--- config.mk ---
export PLATFORM = sky130hd
export DESIGN_NAME = fpu_cpx_obuf
export DESIGN_NICKNAME = d
export VERILOG_FILES = /design/src/rtl/fpu_cpx_obuf_pkg.sv /design/src/rtl/fpu_cpx_fifo.sv /design/src/rtl/fpu_cpx_obuf.sv
export SDC_FILE = /design/constraint.sdc
export NUM_CORES = 1
export LEC_CHECK = 0
export BUFFER_PORTS_ARGS = -buffer_cell sky130_fd_sc_hd__buf_2
export CORE_ASPECT_RATIO = 0.5
export CORE_MARGIN = 2
export CORE_UTILIZATION = 45
export DETAILED_ROUTE_END_ITERATION = 8
export PLACE_DENSITY = 0.62
export SYNTH_ARGS = -nofsm -noshare
export SYNTH_HDL_FRONTEND = slang
export SYNTH_SLANG_ARGS = --single-unit
--- constraint.sdc ---
create_clock -name rclk -period 6.7 [get_ports rclk]
set_input_delay 1.34 -clock rclk [delete_from_list [all_inputs] [get_ports rclk]]
set_output_delay 1.34 -clock rclk [all_outputs]
set_load 0.03 [all_outputs]
--- src/rtl/fpu_cpx_obuf_pkg.sv ---
// Shared definitions for the FPU-to-CPX output buffer: packet geometry and
// error flag positions.
package fpu_cpx_obuf_pkg;

  localparam int FPU_CPX_W       = 145;
  localparam int FPU_CPX_VLD_BIT = 144;

  localparam int OBUF_ERR_OVF = 0;
  localparam int OBUF_ERR_CRD = 1;

  typedef logic [FPU_CPX_W-1:0] cpx_pkt_t;

endpackage

--- src/rtl/fpu_cpx_fifo.sv ---
// Generic synchronous FIFO with an empty-bypass read path: when empty, dout
// shows din so a same-cycle push can be popped immediately.
module fpu_cpx_fifo #(
  parameter  int WIDTH = 145,
  parameter  int DEPTH = 4,
  localparam int AW    = $clog2(DEPTH)
) (
  input  logic             clk,
  input  logic             rst,
  input  logic             push,
  input  logic             pop,
  input  logic [WIDTH-1:0] din,
  output logic [WIDTH-1:0] dout,
  output logic             empty,
  output logic             full,
  output logic [AW:0]      cnt
);

  localparam logic [AW-1:0] PTR_ONE = AW'(1);
  localparam logic [AW:0]   CNT_ONE = (AW+1)'(1);

  logic [WIDTH-1:0] mem_q [DEPTH];
  logic [AW-1:0]    wr_ptr_q, wr_ptr_d;
  logic [AW-1:0]    rd_ptr_q, rd_ptr_d;
  logic [AW:0]      cnt_q, cnt_d;
  logic             wr_en, rd_en;

  assign empty = (cnt_q == '0);
  assign full  = (cnt_q == (AW+1)'(DEPTH));
  assign cnt   = cnt_q;
  assign dout  = empty ? din : mem_q[rd_ptr_q];

  // A bypassed packet is still written and read, so both pointers advance together.
  assign wr_en = push && (!full || pop);
  assign rd_en = pop && (!empty || push);

  always_comb begin
    wr_ptr_d = wr_ptr_q;
    rd_ptr_d = rd_ptr_q;
    cnt_d    = cnt_q;
    if (wr_en) wr_ptr_d = wr_ptr_q + PTR_ONE;
    if (rd_en) rd_ptr_d = rd_ptr_q + PTR_ONE;
    if (wr_en && !rd_en)      cnt_d = cnt_q + CNT_ONE;
    else if (rd_en && !wr_en) cnt_d = cnt_q - CNT_ONE;
  end

  always_ff @(posedge clk) begin
    if (rst) begin
      wr_ptr_q <= '0;
      rd_ptr_q <= '0;
      cnt_q    <= '0;
    end else begin
      wr_ptr_q <= wr_ptr_d;
      rd_ptr_q <= rd_ptr_d;
      cnt_q    <= cnt_d;
    end
  end

  // NOTE: storage is not reset; the pointers and count alone define which entries are live.
  always_ff @(posedge clk) begin
    if (wr_en) mem_q[wr_ptr_q] <= din;
  end

endmodule

--- src/rtl/fpu_cpx_obuf.sv ---
// FPU result output buffer: queues valid packets and issues them to the CPX
// under a saturating credit counter, with a conservative stall to the arbiter.
module fpu_cpx_obuf
  import fpu_cpx_obuf_pkg::*;
#(
  parameter  int DEPTH   = 4,
  parameter  int CREDITS = 2,
  localparam int AW      = $clog2(DEPTH)
) (
  input  logic                 rclk,
  input  logic                 reset,
  input  logic [FPU_CPX_W-1:0] fp_cpx_data_ca,
  input  logic                 cpx_fpu_grant,
  output logic                 fpu_cpx_req_cq,
  output logic [FPU_CPX_W-1:0] fpu_cpx_data_cq,
  output logic                 obuf_stall,
  output logic [AW:0]          obuf_cnt,
  output logic [1:0]           obuf_err
);

  localparam logic [2:0]    CRED_MAX = 3'(CREDITS);
  localparam logic [AW+1:0] STALL_TH = (AW+2)'(DEPTH - 1);

  logic       push, issue, credit_ok;
  logic       fifo_empty, fifo_full;
  logic       fifo_ovf, crd_ovf;
  cpx_pkt_t   fifo_dout;
  logic [2:0] credit_q, credit_d;
  logic       req_q;
  cpx_pkt_t   data_q;
  logic [1:0] err_q, err_d;

  assign push = fp_cpx_data_ca[FPU_CPX_VLD_BIT];

  fpu_cpx_fifo #(.WIDTH(FPU_CPX_W), .DEPTH(DEPTH)) u_fifo (
    .clk   (rclk),
    .rst   (reset),
    .push  (push),
    .pop   (issue),
    .din   (fp_cpx_data_ca),
    .dout  (fifo_dout),
    .empty (fifo_empty),
    .full  (fifo_full),
    .cnt   (obuf_cnt)
  );

  // A grant arriving this cycle counts immediately, so a starved queue restarts at once.
  assign credit_ok = (credit_q != 3'd0) || cpx_fpu_grant;
  assign issue     = (!fifo_empty || push) && credit_ok;
  assign fifo_ovf  = push && fifo_full && !issue;

  always_comb begin
    credit_d = credit_q;
    crd_ovf  = 1'b0;
    if (issue && !cpx_fpu_grant) begin
      credit_d = credit_q - 3'd1;
    end else if (cpx_fpu_grant && !issue) begin
      if (credit_q == CRED_MAX) crd_ovf  = 1'b1;
      else                      credit_d = credit_q + 3'd1;
    end
    err_d = err_q;
    err_d[OBUF_ERR_OVF] = err_q[OBUF_ERR_OVF] | fifo_ovf;
    err_d[OBUF_ERR_CRD] = err_q[OBUF_ERR_CRD] | crd_ovf;
  end

  // Pops are ignored here; one slot is held back for the packet already in flight.
  assign obuf_stall = ({1'b0, obuf_cnt} + (AW+2)'(push)) >= STALL_TH;

  // NOTE: all state uses non-blocking assignments so every flop samples pre-edge values.
  always_ff @(posedge rclk) begin
    if (reset) begin
      credit_q <= CRED_MAX;
      req_q    <= 1'b0;
      data_q   <= '0;
      err_q    <= '0;
    end else begin
      credit_q <= credit_d;
      req_q    <= issue;
      err_q    <= err_d;
      if (issue) data_q <= fifo_dout;
    end
  end

  assign fpu_cpx_req_cq  = req_q;
  assign fpu_cpx_data_cq = data_q;
  assign obuf_err        = err_q;

endmodule

==> impl_metrics.toml <==
[clocking]
postCtsHoldBufs = 0
cts_max_path_buffers = 3
clk_pin_slew_ps = 60
root_buffer = "clkbuf_16"
cts_resized = 0
post_cts_buffers = 0
cts.sinks = 740
clock_latency_ps = 580
cts_tree = "done"
h-tree-depth = 3
numCtsBuffers = 68

[timing]
maxSlewViolCount = 0
rsz0062_at_grt = "no"
setup_viol = 0
skew_ps = 22.1
relSlewSlack = 0.193
tns_ps = 0
fin_crit_sh = 0.564
hold_violations = 0
finalCriticalPeriod_ps = 3780
worstMarginPinSlew_ps = 1210
max_freq_mhz = 265

[grt]
grt_start_max_net_pins = 110
grt_pass1_vias = 16101
grt_use_total = 0.197
grt_overflow_total = 0
antenna_found_initial = 10
grt_pass1_wl_microns = 98400

[floorplanning]
initial_utilization = 0.453
dieArea_sq_um = 65300
chipWidth_microns = 359
die-height_microns = 182
fp-row-count = 65
boundaryPins = 300
core-area_sq_um = 62700

[outcome]
status = "completed"

[synthesis]
synth_ff_type = "edfxtp_1"
synth_nets = 1831
yosysUniqueCellTypes = 35
synth_enable_flop_cells = 580
syn_area_sq_um = 28400
syn_area_per_cell_sq_um = 17.0
yosys_warnings = 0
syn_inst = 1672
ys_ff_latch = 740
async_flop_share = 0
synth_seq_area_share = 0.726

[worst_setup_path]
worstPathCellList = "buf_2 > ha_1 > ha_1 > nand2_1 > a21oi_1 > o21ai_0 > buf_2"
cp.arrival_ps = 2440
critPathMaxStageDelay_ps = 240
cpLargestDelayFamily = "adder cells"
r2r_start = "u_fifo.cnt[1]"
worstPathRequired_ps = 5360
crit_path_start = "fp_cpx_data_ca[144]"
criticalPathCategory = "primary input to primary output"
worstRegToRegCells = 4
r2r_setup_slack_ps = 3530
critPathLaunchType = "primary input"
crit_buf_inv = 2
r2r-end = "u_fifo.mem_q[3][7]"
crit_fanout = 9
crit_path_end_kind = "primary output"
cp_slowest_cell = "ha_1"

[worst_hold_path]
min_to = "obuf_err[0]"
min_path_type = "register to register"
holdPathStages = 2
min_from = "obuf_err[0]"

[final_layout]
nets = 2092
fill_cells = 5139
area_growth_syn_to_layout_pct = 14.5
fin_cells = 2829
mostFrequentLayoutCell = "edfxtp_1"
final_area_sq_um = 32500
final_cell_mix = "edfxtp_1 (580), buf_2 (298), nand2_1 (293)"
drive_gt1_frac = 0.297

[place]
dp.cells = 2700
gp_congestion = 0.738
placed_area_sq_um = 30400
dp_hpwl_microns = 35700
port_buffers = 299

[route]
wl_microns = 65100
vias_per_cell = 5.61
ant_nets = 0
drc = 0
dr.first_iter.drc_count = 920
wire_per_inst_microns = 23.0
via_count = 15873
firstDrtPassIters = 4

[pwr]
leakagePower_nw = 11.3
ir_worst_vdd_v = 0.000303
powerDensity_nw_per_um2 = 426

[job]
maxCapViolations = 0
## how the worst max path moves through the flow
stage,to,cells past startpoint,slack [ps]
after floorplan,u_fifo.mem_q[0][0],3,1000
after global placement,u_fifo.mem_q[2][40],5,2690
after detailed placement,u_fifo.mem_q[2][34],5,2650
after CTS,obuf_stall,7,2920
after global routing,obuf_stall,7,2830
final,obuf_stall,7,2920
## flip-flops by register name, summed over array words and instances, names as in the netlist, named ones only
signal / count
u_fifo.wr_ptr_q: 2
u_fifo.mem_q: 580
u_fifo.cnt: 3
credit_q: 3
u_fifo.rd_ptr_q: 2
obuf_err: 2
fpu_cpx_data_cq: 145
fpu_cpx_req_cq: 1
## cells in the mapped netlist (3+ instances only)
cell type / number / area share
edfxtp_1: 580 / 0.61
a21oi_1: 152 / 0.027
ha_1: 9 / 0.0040
and2_1: 4 / 0.00088
a311oi_2: 15 / 0.0079
nor2_1: 9 / 0.0012
inv_1: 12 / 0.0016
nor3_1: 3 / 0.00053
o21ai_0: 5 / 0.00088
buf_2: 46 / 0.0081
a311oi_1: 129 / 0.040
clkbuf_1: 38 / 0.0050
mux4_2: 145 / 0.11
buf_1: 9 / 0.0012
buf_6: 24 / 0.0095
or3_1: 3 / 0.00066
nand2_1: 293 / 0.039
buf_4: 13 / 0.0034
dfxtp_1: 160 / 0.11
xor2_1: 3 / 0.00093
## worst register-to-register path, delay by kind of cell (launching register included)
kind                   cells  cell delay (ps)
and+or+nand+nor            2              970
buffers and inverters      1              600
AOI/OAI and AO/OA          1              560
DFF                        1              640
## stage by stage
stage	setup slack [ps]	hold WS (ps)	power (mW)	utilization
2_1_floorplan	1000	453	9.18	-
3_3_place_gp	2690	461	10.3	0.485
3_5_place_dp	2650	474	10.3	0.485
4_1_cts	2920	492	14.0	0.519
5_1_grt	2830	528	14.5	0.519
6_report	2920	489	13.9	0.519
## report_power, final
part           internal (mW)  switching, mW
combinational           1.52           2.71
clock                   2.06           1.63
sequential              5.54          0.397
## per-layer routing
metal  global-route usage  wire [microns]  up-vias
met5                    0               0        -
met4               0.0651            1690        0
met3               0.0329            2740       97
met2                0.343           33500      388
met1                0.254           27100     8222
li1                     -               -     7166
## cell families after synthesis
logic type	share of synthesized area
adders and majority gates	0.00537
DFF	0.726
AOI/OAI and AO/OA	0.0768
xor gates and xnor gates	0.000925
and+or+nand+nor	0.0455
buffers and inverters	0.0294
muxes	0.116
## area by class of cell
class,instances,area (sq um),share of cell area
antenna,8,20.0,0.000615
clock buffer,91,1850,0.0569
clock inverter,30,231,0.00711
inverter,12,45.0,0.00138
multi-input combinational,789,6970,0.214
sequential,740,20600,0.634
tap,837,1050,0.0322
timing repair buffer,322,1740,0.0534
No activity file was read; power rests on OpenSTA's default activity.
